--- config.mk ---
export PLATFORM = sky130hd
export DESIGN_NAME = sod_draw_engine
export DESIGN_NICKNAME = d
export VERILOG_FILES = /design/src/rtl/sod_draw_pkg.sv /design/src/rtl/sod_glyph_rom.sv /design/src/rtl/sod_draw_engine.sv
export SDC_FILE = /design/constraint.sdc
export NUM_CORES = 1
export LEC_CHECK = 0
export CORE_MARGIN = 1.5
export CORE_UTILIZATION = 53
export CTS_CLUSTER_DIAMETER = 60
export CTS_CLUSTER_SIZE = 25
export DETAILED_ROUTE_END_ITERATION = 12
export MAX_ROUTING_LAYER = met4
export PLACE_DENSITY = 0.78
export SLEW_MARGIN = 20
export SYNTH_ARGS = -nofsm -noshare
export SYNTH_HDL_FRONTEND = slang
export SYNTH_SLANG_ARGS = --single-unit
--- constraint.sdc ---
create_clock -name clk -period 5.27 [get_ports clk]
set_input_delay 0.527 -clock clk [delete_from_list [all_inputs] [get_ports clk]]
set_output_delay 0.527 -clock clk [all_outputs]
set_load 0.005 [all_outputs]
--- src/rtl/sod_draw_pkg.sv ---
// rtl/sod_draw_pkg.sv - shared colors, command and state types for the sudoku draw engine
package sod_draw_pkg;

   localparam int SCREEN_W = 640;
   localparam int SCREEN_H = 480;
   localparam int X_W      = $clog2(SCREEN_W);
   localparam int Y_W      = $clog2(SCREEN_H);

   localparam logic [2:0] BLACK = 3'b000;
   localparam logic [2:0] WHITE = 3'b111;
   localparam logic [2:0] RED   = 3'b100;
   localparam logic [2:0] GREEN = 3'b010;
   localparam logic [2:0] BLUE  = 3'b001;

   typedef enum logic [2:0] {
      NONE, BOARD, CHAR, CHAR_REP, TRK, TRK_REP, WRONG, WIN
   } cmd_t;

   typedef enum logic [2:0] {
      IDLE, LOAD, ERASE, SWEEP, GAP, DONE
   } state_t;

endpackage

--- src/rtl/sod_glyph_rom.sv ---
// rtl/sod_glyph_rom.sv - 8x8 bitmaps of the four sudoku characters '1'..'4', MSB is leftmost
module sod_glyph_rom (
   input  logic [1:0] char_sel_i,
   input  logic [2:0] gx_i,
   input  logic [2:0] gy_i,
   output logic       bit_o
);
   logic [7:0] row_bits;

   always_comb begin
      row_bits = 8'h00;
      case ({char_sel_i, gy_i})
         5'd0:  row_bits = 8'h18;  5'd1:  row_bits = 8'h38;
         5'd2:  row_bits = 8'h18;  5'd3:  row_bits = 8'h18;
         5'd4:  row_bits = 8'h18;  5'd5:  row_bits = 8'h18;
         5'd6:  row_bits = 8'h7E;
         5'd8:  row_bits = 8'h3C;  5'd9:  row_bits = 8'h66;
         5'd10: row_bits = 8'h06;  5'd11: row_bits = 8'h0C;
         5'd12: row_bits = 8'h30;  5'd13: row_bits = 8'h60;
         5'd14: row_bits = 8'h7E;
         5'd16: row_bits = 8'h3C;  5'd17: row_bits = 8'h66;
         5'd18: row_bits = 8'h06;  5'd19: row_bits = 8'h1C;
         5'd20: row_bits = 8'h06;  5'd21: row_bits = 8'h66;
         5'd22: row_bits = 8'h3C;
         5'd24: row_bits = 8'h0C;  5'd25: row_bits = 8'h1C;
         5'd26: row_bits = 8'h2C;  5'd27: row_bits = 8'h4C;
         5'd28: row_bits = 8'h7E;  5'd29: row_bits = 8'h0C;
         5'd30: row_bits = 8'h0C;
         default: row_bits = 8'h00;
      endcase
      bit_o = row_bits[3'd7 - gx_i];
   end
endmodule

--- src/rtl/sod_draw_engine.sv ---
// rtl/sod_draw_engine.sv - turns edge-detected draw commands into one-pixel-per-cycle rectangle sweeps
module sod_draw_engine
   import sod_draw_pkg::*;
#(
   parameter int X0        = 256,
   parameter int Y0        = 176,
   parameter int CELL_LOG2 = 5
) (
   input  logic           clk,
   input  logic           reset,
   input  logic           drawBoard,
   input  logic           drawChar,
   input  logic           drawCharRepeat,
   input  logic           drawTracker,
   input  logic           drawTrackerRepeat,
   input  logic           drawWrong,
   input  logic           drawWin,
   input  logic [1:0]     row,
   input  logic [1:0]     col,
   input  logic [1:0]     charSel,
   output logic [X_W-1:0] pixX,
   output logic [Y_W-1:0] pixY,
   output logic [2:0]     pixColor,
   output logic           pixWe,
   output logic           busy,
   output logic           drawDone
);
   localparam int CELL = 1 << CELL_LOG2;
   localparam logic [X_W-1:0] SPAN_BOARD = X_W'(4 * CELL);
   localparam logic [X_W-1:0] SPAN_INT   = X_W'(CELL - 2);
   localparam logic [X_W-1:0] SPAN_TRK   = X_W'(CELL);

   state_t state_q, state_d;
   cmd_t   new_cmd, cur_cmd_q, pend_cmd_q;
   logic [6:0] lines, prev_q, rise;
   logic       edge_any, pend_valid_q, trk_valid_q, sweeping, last_px;
   logic [1:0] cur_row_q, cur_col_q, cur_chr_q, pend_row_q, pend_col_q, pend_chr_q;
   logic [1:0] trk_row_q, trk_col_q, ld_row, ld_col;
   logic [X_W-1:0] rx0_q, span_q, ox_q, oy_q, ld_x, ld_span, gx_full, gy_full;
   logic [Y_W-1:0] ry0_q, ld_y;
   logic [X_W-1:0] pix_x_q;
   logic [Y_W-1:0] pix_y_q;
   logic [2:0]     pix_color_q, pix_color_d;
   logic           pix_we_q, pix_we_d, done_q, busy_q, grid, ring, glyph_raw, glyph;

   // Bit order is the simultaneous-edge priority, highest first.
   assign lines    = {drawWin, drawBoard, drawWrong, drawCharRepeat, drawChar,
                      drawTrackerRepeat, drawTracker};
   assign rise     = lines & ~prev_q;
   assign edge_any = (rise != 7'd0);

   always_comb begin
      new_cmd = NONE;
      if      (rise[6]) new_cmd = WIN;
      else if (rise[5]) new_cmd = BOARD;
      else if (rise[4]) new_cmd = WRONG;
      else if (rise[3]) new_cmd = CHAR_REP;
      else if (rise[2]) new_cmd = CHAR;
      else if (rise[1]) new_cmd = TRK_REP;
      else if (rise[0]) new_cmd = TRK;
   end

   assign sweeping = (state_q == SWEEP) || (state_q == ERASE);
   assign last_px  = (ox_q == span_q) && (oy_q == span_q);

   always_ff @(posedge clk) begin
      if (reset) state_q <= IDLE;
      else       state_q <= state_d;
   end

   always_comb begin
      state_d = state_q;
      case (state_q)
         IDLE:  if (edge_any) state_d = LOAD;
         LOAD:  state_d = (cur_cmd_q == TRK_REP && trk_valid_q) ? ERASE : SWEEP;
         ERASE: if (last_px) state_d = GAP;
         GAP:   state_d = SWEEP;
         SWEEP: if (last_px) state_d = DONE;
         DONE:  state_d = (edge_any || pend_valid_q) ? LOAD : IDLE;
         default: state_d = IDLE;
      endcase
   end

   // Rectangle for the next phase: the erase ring uses the stored tracker cell.
   always_comb begin
      ld_row  = (state_q == LOAD && cur_cmd_q == TRK_REP && trk_valid_q) ? trk_row_q : cur_row_q;
      ld_col  = (state_q == LOAD && cur_cmd_q == TRK_REP && trk_valid_q) ? trk_col_q : cur_col_q;
      ld_x    = X_W'(X0) + (X_W'(ld_col) << CELL_LOG2);
      ld_y    = Y_W'(Y0) + (Y_W'(ld_row) << CELL_LOG2);
      ld_span = SPAN_TRK;
      case (cur_cmd_q)
         BOARD, WIN: begin
            ld_x = X_W'(X0);  ld_y = Y_W'(Y0);  ld_span = SPAN_BOARD;
         end
         CHAR, CHAR_REP, WRONG: begin
            ld_x = ld_x + 1'b1;  ld_y = ld_y + 1'b1;  ld_span = SPAN_INT;
         end
         default: ;
      endcase
   end

   assign gx_full = ox_q >> (CELL_LOG2 - 3);
   assign gy_full = oy_q >> (CELL_LOG2 - 3);

   sod_glyph_rom u_glyph (
      .char_sel_i (cur_chr_q),
      .gx_i       (gx_full[2:0]),
      .gy_i       (gy_full[2:0]),
      .bit_o      (glyph_raw)
   );

   always_comb begin
      grid  = (ox_q[CELL_LOG2-1:0] == '0) || (oy_q[CELL_LOG2-1:0] == '0);
      ring  = (ox_q == '0) || (ox_q == span_q) || (oy_q == '0) || (oy_q == span_q);
      glyph = glyph_raw && (gx_full < X_W'(8)) && (gy_full < X_W'(8));
      pix_we_d    = 1'b0;
      pix_color_d = BLACK;
      if (state_q == ERASE) begin
         pix_we_d = ring;
      end else begin
         case (cur_cmd_q)
            BOARD:       begin pix_we_d = 1'b1;  pix_color_d = grid ? BLACK : WHITE; end
            WIN:         begin pix_we_d = grid;  pix_color_d = GREEN; end
            CHAR:        begin pix_we_d = glyph; pix_color_d = BLACK; end
            CHAR_REP:    begin pix_we_d = 1'b1;  pix_color_d = glyph ? BLACK : WHITE; end
            WRONG:       begin pix_we_d = 1'b1;  pix_color_d = RED; end
            TRK, TRK_REP: begin pix_we_d = ring; pix_color_d = BLUE; end
            default:     ;
         endcase
      end
      if (!sweeping) pix_we_d = 1'b0;
   end

   always_ff @(posedge clk) begin
      if (reset) begin
         prev_q <= '0;  pend_valid_q <= 1'b0;  trk_valid_q <= 1'b0;
         cur_cmd_q <= NONE;  cur_row_q <= '0;  cur_col_q <= '0;  cur_chr_q <= '0;
         pend_cmd_q <= NONE; pend_row_q <= '0; pend_col_q <= '0; pend_chr_q <= '0;
         trk_row_q <= '0;  trk_col_q <= '0;
         rx0_q <= '0;  ry0_q <= '0;  span_q <= '0;  ox_q <= '0;  oy_q <= '0;
         pix_x_q <= '0;  pix_y_q <= '0;  pix_color_q <= BLACK;  pix_we_q <= 1'b0;
         done_q <= 1'b0;  busy_q <= 1'b0;
      end else begin
         prev_q <= lines;
         if (state_q == IDLE || state_q == DONE) begin
            if (edge_any) begin
               cur_cmd_q <= new_cmd;  cur_row_q <= row;  cur_col_q <= col;  cur_chr_q <= charSel;
               pend_valid_q <= 1'b0;
            end else if (state_q == DONE && pend_valid_q) begin
               cur_cmd_q <= pend_cmd_q;  cur_row_q <= pend_row_q;
               cur_col_q <= pend_col_q;  cur_chr_q <= pend_chr_q;
               pend_valid_q <= 1'b0;
            end
         end else if (edge_any) begin
            pend_cmd_q <= new_cmd;  pend_row_q <= row;  pend_col_q <= col;  pend_chr_q <= charSel;
            pend_valid_q <= 1'b1;
         end

         if (state_q == LOAD || state_q == GAP) begin
            rx0_q <= ld_x;  ry0_q <= ld_y;  span_q <= ld_span;  ox_q <= '0;  oy_q <= '0;
         end else if (sweeping) begin
            if (ox_q == span_q) begin
               ox_q <= '0;
               oy_q <= oy_q + 1'b1;
            end else begin
               ox_q <= ox_q + 1'b1;
            end
         end

         if (state_q == LOAD && cur_cmd_q == BOARD) trk_valid_q <= 1'b0;
         if ((state_q == LOAD || state_q == GAP) && state_d == SWEEP &&
             (cur_cmd_q == TRK || cur_cmd_q == TRK_REP)) begin
            trk_row_q <= cur_row_q;  trk_col_q <= cur_col_q;  trk_valid_q <= 1'b1;
         end

         pix_we_q <= pix_we_d;
         if (sweeping) begin
            pix_x_q     <= rx0_q + ox_q;
            pix_y_q     <= ry0_q + oy_q[Y_W-1:0];
            pix_color_q <= pix_color_d;
         end
         done_q <= (state_q == DONE);
         busy_q <= (state_d != IDLE);
      end
   end

   assign pixX     = pix_x_q;
   assign pixY     = pix_y_q;
   assign pixColor = pix_color_q;
   assign pixWe    = pix_we_q;
   assign busy     = busy_q;
   assign drawDone = done_q;
endmodule

==> run metrics, run 1 <==
Final Cycle Share=0.523; Max stage delay on crit path=850 ps; share of post-route cells with drive strength above 1=0.0625; Worst-path clk slew=90 ps; CP Data Required Time=5500 ps; Setup TNS Final=0 ps; port buffer count=39; vias=3818; worst-case clock buffer depth=2; pwr dens=436 mW/mm2; RePlAce Congestion=0.863; die extent in x=96.0 um; fin crit period=approximately 2800 ps; DR iter-0 viols=202; Root Driver=clkbuf_8; Worst Skew=9.74 ps; post-synthesis cell count=550; TritonCTS clock tree=built; hold-fix buffers at CTS=0; drt first pass iters=4; placed cell count=approximately 670; Post-synth EDFFs=0; WP data arrival=~3000 ps; worst reg2reg path depth=8; final setup fails=0; synthesized flop and latch total=89; total gr overflow=0; CTS Buf Count=9; Routed Antenna Nets=0; clock sink count=just under 90; starting density of the core=0.552; hold_sp=pixY[7]; Area Growth Syn to Fin=14.0%; # resized after CTS=0; Final Hold Vio Count=0; core area=0.00830 mm2; Netlist cell types=57; DP HPWL=6.86 mm; Die Ht=~96 um; post-layout util=0.630; top cell type by total area after synthesis=dfxtp_1; worst min-delay path category=reg -> reg; Buf/Inv on CP=2; R2R Path Start=oy_q[2]; I/O pin cnt=40; WL final=approximately 9.6 mm; Top Family by Delay on Critical Path=compound AO/OA/AOI/OAI gates; DR WL/cell=between 10 and 15 um; postcts setup bufs=0; DRC violations left=0; Hold EP=pixY[7]; crit path launch type=input pin; sequential share of the synthesized area=0.389; Antenna Cells=0; Avg Cell Area, Syn=8.33 um2; Yosys warnings=0; first-pass GRT wire length=16.1 mm; worst vdd ir=0.337 mV; Reg2Reg Setup Slack=around 2700 ps; Max Slew Vio Count=0; r2r endpoint=pixColor[1]; Leak Pwr=between 2 and 2.5 nW; antenna violations before repair=0; overall power=roughly 2.3 mW; largest net degree at the start of global routing=71; Crit Path Max Fanout=10; RSZ-0062 raised after global routing=no; Worst Hold Depth=2; slowest CP cell=a21oi_1; element type at the critical path end=flip-flop; Post-Layout Cell Count=681; Slew @ Worst Pin=1070 ps; full die area=0.00921 mm2; synth top area cells=dfxtp_1, nor2_1, ha_1; Clock Latency Late Sink=roughly 370 ps; row count=33; status=completed; nets@finish=607; Mapped Area=around 0.0046 mm2; Main synth FF type=dfxtp_1; CP Class=in -> reg; vias in the first global route=3587; crit-path cells=clkdlybuf4s50_1 -> nor2b_1 -> nor3_1 -> nand3_1 -> inv_2 -> a21oi_1 -> mux2i_1 -> nor2_1; relative slew slack=0.287; GR Util All Layers=0.231; Synth Net Count=~590; f_max=363 MHz; Async S/R FF share, synth=0; Via density=5.61; post-synth top area share=0.389; CTS H-Tree Depth=3; maxcap violations=0
[placed cells by master (no fill, tap or decap), types with 4 or more instances in the layout]
master,netlist,layout
dfxtp_1,89,89
nor2_1,83,83
nand2_1,67,67
clkdlybuf4s50_1,0,38
a21oi_1,35,35
xnor2_1,22,22
nor2b_1,22,21
ha_1,21,21
mux2i_1,18,18
xor2_1,17,17
a211oi_1,17,17
nand3_1,12,12
inv_1,10,10
nor3_1,9,9
o21ai_0,9,9
clkbuf_8,0,9
a311oi_1,6,6
and3_1,6,6
a31oi_1,5,5
nand2b_1,5,5
nand4_1,5,5
inv_2,4,4
or3_1,4,4
o21ai_1,4,4
[synthesized netlist by cell type, types with 2 or more instances]
| cell type | number |
|---|---|
| clkbuf_1 | 16 |
| nor3b_1 | 3 |
| a221oi_1 | 3 |
| nand3_1 | 12 |
| o21bai_1 | 2 |
| xor2_1 | 17 |
| inv_2 | 4 |
| buf_1 | 4 |
| nor2b_1 | 22 |
| o21ai_0 | 9 |
| inv_1 | 10 |
| a21o_1 | 3 |
| and3_1 | 6 |
| and4_1 | 3 |
| mux2_2 | 3 |
| xnor2_1 | 22 |
| dfxtp_1 | 89 |
| nor3_1 | 9 |
| or3_1 | 4 |
| a311oi_1 | 6 |
| o21a_1 | 2 |
| a21oi_1 | 35 |
| buf_6 | 2 |
| buf_2 | 10 |
| a22o_1 | 3 |
| ha_1 | 21 |
| nand2_1 | 67 |
| a31oi_1 | 5 |
| mux2i_1 | 18 |
| nor2_1 | 83 |
| nand4_1 | 5 |
| a31o_2 | 2 |
| a221o_1 | 2 |
| o21ai_1 | 4 |
| nand2b_1 | 5 |
| and2_1 | 2 |
| a211oi_1 | 17 |
[how the worst max path moves through the flow]
stage	startpoint	end	depth (start not counted)
2_1_floorplan	oy_q[2]	pixColor[0]	9
3_3_place_gp	drawCharRepeat	pend_chr_q[1]	8
3_5_place_dp	drawCharRepeat	pend_row_q[0]	8
4_1_cts	drawCharRepeat	pend_row_q[1]	8
5_1_grt	drawCharRepeat	pend_chr_q[1]	8
6_report	drawCharRepeat	pend_cmd_q[1]	8
[where the power goes]
part           switching, mW  internal (mW)  total, mW
combinational          0.413          0.337      0.750
sequential             0.147          0.807      0.954
clock                  0.257          0.320      0.577
total                  0.816           1.46       2.28
[stage by stage]
stage | cell area, um2 | worst slack [ps] | hold slack [ps]
2_1_floorplan | 4580 | 3040 | 433
3_3_place_gp | 4980 | 2290 | 441
3_5_place_dp | 4980 | 2110 | 444
4_1_cts | 5230 | 2510 | 457
5_1_grt | 5230 | 2260 | 470
6_report | 5230 | 2510 | 453
[final cells by class]
cell class / count / area, um2
clock buffer: 9 / 124
clock inverter: 7 / 125
fill: 725 / 3070
inverter: 14 / 52.6
multi-input combinational: 415 / 2600
sequential: 89 / 1780
tap: 105 / 131
timing repair buffer: 42 / 408
[state kept, by name, indices dropped and copies added (netlist names), 2 cells and up]
name and flops:
cur_chr_q 2, cur_cmd_q 3, cur_col_q 2, cur_row_q 2, ox_q 10, oy_q 10, pend_chr_q 2, pend_cmd_q 3
pend_col_q 2, pend_row_q 2, pixColor 3, pixX 10, pixY 9, prev_q 7, rx0_q 3, ry0_q 5
span_q 2, state_q 3, trk_col_q 2, trk_row_q 2
[cell families after synthesis]
logic type,count (synthesis),synth area share
compound gates,103,0.150
xor+xnor,39,0.0745
fa+ha+maj,21,0.0573
buf+inv,46,0.0437
flops,89,0.389
mux,22,0.0516
simple gates,230,0.234
[routing by layer]
| metal | vias to the layer above | track usage | routed length (um) |
|---|---|---|---|
| met1 | 1778 | 0.267 | 4270 |
| met4 | 0 | 0.0600 | 140 |
| li1 | 1946 | - | - |
| met3 | 14 | 0.0569 | 357 |
| met5 | - | - | 0 |
| met2 | 80 | 0.400 | 4810 |
[worst min-delay path: stages (launching register included)]
cell and delay, ps:
dfxtp_1 310, nand2_1 50, a21oi_1 50
(Power assumes the default switching activity.)
==> run 2, diff against run 1 <==
Clock period 5.27 ns to 2.6 ns, I/O delays scaled along.
==> run 2 against run 1 <==
Against the previous run: sequential share of layout area shrank 0.24 points; sequential cell count did not move; core utilization increased by 0.45 points; final area grew 0.72%; critical path depth stayed put; combinational power is 130% higher; clock-buffer cell count grew 1; hold slack got worse by 96 ps; setup slack got worse by 2200 ps; largest power group unchanged; highest routed layer unchanged.
==> run metrics, run 2 (same netlist as run 1, synthesis figures left out) <==
status=completed; starting density of the core=0.552 (unchanged); Clock power frac=0.204 (-0.049); vias in the first global route=3711 (+3.5%); nets@finish=621 (+2.3%); CTS H-Tree Depth=3 (unchanged); fillers=710 (-2.1%); Final Hold Vio Count=0 (unchanged); WHS=358 ps (-95.5 ps); vias=3840 (+0.58%); DR iter-0 viols=166 (-18%); Antenna Cells=0 (unchanged); CP Class=reg -> reg; f_max=433 MHz; largest net degree at the start of global routing=42 (-41%); Switch Pwr=1.66 mW (+100%); full die area=0.00921 mm2 (unchanged); fin worst setup slack=290 ps (-2230 ps); Worst Skew=6.58 ps (-3.17 ps); crit path launch type=flip-flop; DRC violations left=0 (unchanged); row count=33 (unchanged); Place WS=315 ps (-1790 ps); Net Sw Frac=0.367 (+0.00867); Int Pwr=2.86 mW (+96%); hold-fix buffers at CTS=0 (unchanged); Via density=5.54 (-1.2%); worst vdd ir=0.734 mV (+120%); maxcap violations=0 (unchanged); fin crit period=2310 ps; Root Driver=clkbuf_8; drt first pass iters=4 (unchanged); TritonCTS clock tree=built; core area=0.00830 mm2 (unchanged); overall power=4.52 mW (+98%); RePlAce Congestion=0.878 (+1.7%); WL final=9.55 mm (-0.25%); CP Data Required Time=2860 ps (-2640 ps); Combinational Power Share=0.376 (+0.047); Slew @ Worst Pin=580 ps (-490 ps); Max Slew Vio Count=0 (unchanged); final setup fails=0 (unchanged); Clock Latency Late Sink=360 ps (about the same); CTS Buf Count=9 (unchanged); port buffer count=39 (unchanged); Leak Pwr=2.07 nW (+1.5%); DP HPWL=7.14 mm (+4.0%); worst-case clock buffer depth=2 (unchanged); Area Growth Syn to Fin=14.9%; most common cell after layout, fill and taps aside=dfxtp_1; RSZ-0062 raised after global routing=no; Worst-path clk slew=90 ps (about the same); die extent in x=96.0 um (unchanged); total gr overflow=0 (unchanged); DR WL/cell=13.8 um (-2.0%); antenna violations before repair=0 (unchanged); postcts setup bufs=0 (unchanged); share of post-route cells with drive strength above 1=0.0799 (+0.0174); first-pass GRT wire length=16.6 mm (+2.9%); Crit Path Max Fanout=8 (-2); element type at the critical path end=flip-flop; relative slew slack=0.611 (+0.324); pwr dens=859 mW/mm2 (+97%); I/O pin cnt=40 (unchanged); most frequent cells in the layout=dfxtp_1, nor2_1, nand2_1; worst min-delay path category=in -> reg; clock sink count=89 (unchanged); GR Util All Layers=0.237 (+0.00561); WP data arrival=2570 ps (-420 ps); Routed Antenna Nets=0 (unchanged); Final Cycle Share=0.889; Seq pwr share=0.420 (+0.002); # resized after CTS=0 (unchanged); Die Ht=96.0 um (unchanged); Setup TNS Final=0 ps (unchanged)
run 2: changes by cell type in the layout (fill, tap and decap cells not counted), sizes merged:
cell	previous run	this run
buf	4	18
bufinv	3	1
clkbuf	9	10
clkinv	2	0
clkinvlp	0	2
inv	16	15
run 2: final timing paths:
check	start	endpoint	slack, ps	cells after the start
min reg2reg	pixY[7]	pixY[7]	450	2
min	reset	trk_row_q[1]	360	2
max	oy_q[3]	pixColor[0]	290	8
max reg2reg	oy_q[3]	pixColor[0]	290	8
run 2: layout make-up:
class / instances / area, um2 / share of cell area
inverters: 14 / 52.6 / 0.00999
well taps: 105 / 131 / 0.0250
clock inverters: 4 / 53.8 / 0.0102
repair buffers: 56 / 513 / 0.0975
multi-input cells: 415 / 2600 / 0.495
clock buffers: 10 / 128 / 0.0243
flip-flops and latches: 89 / 1780 / 0.339
run 2: power groups by stage:
stage | sequential, mW | clock [mW] | combinational, mW
finish | 1.90 | 0.921 | 1.70
global route | 1.95 | 0.993 | 1.91
CTS | 1.90 | 0.948 | 1.70
detailed placement | 1.93 | 0 | 1.68
global placement | 1.92 | 0 | 1.65
floorplan | 1.81 | 0 | 1.26
run 2: metal layers:
metal  up-vias  GRT usage  share of wire
met4         0     0.0809          0.012
met1      1778      0.274           0.44
li1       1968          -              -
met5         -          -              0
met2        83      0.411           0.51
met3        11     0.0427          0.038
run 2: worst max-delay path: stages (launching register included):
cell and delay (ps):
dfxtp_1 470, inv_2 120, ha_1 240, mux4_2 460, o22a_1 220, o2111ai_2 90, nand4_2 120, a21o_1 220
a221oi_1 280
run 2: metrics by stage:
step | util | instances | cell area [um2]
detailed placement | 0.612 | 679 | 5080
finish | 0.634 | 693 | 5260
global route | 0.634 | 693 | 5260
CTS | 0.634 | 693 | 5260
floorplan | - | 550 | 4580
global placement | 0.612 | 679 | 5080
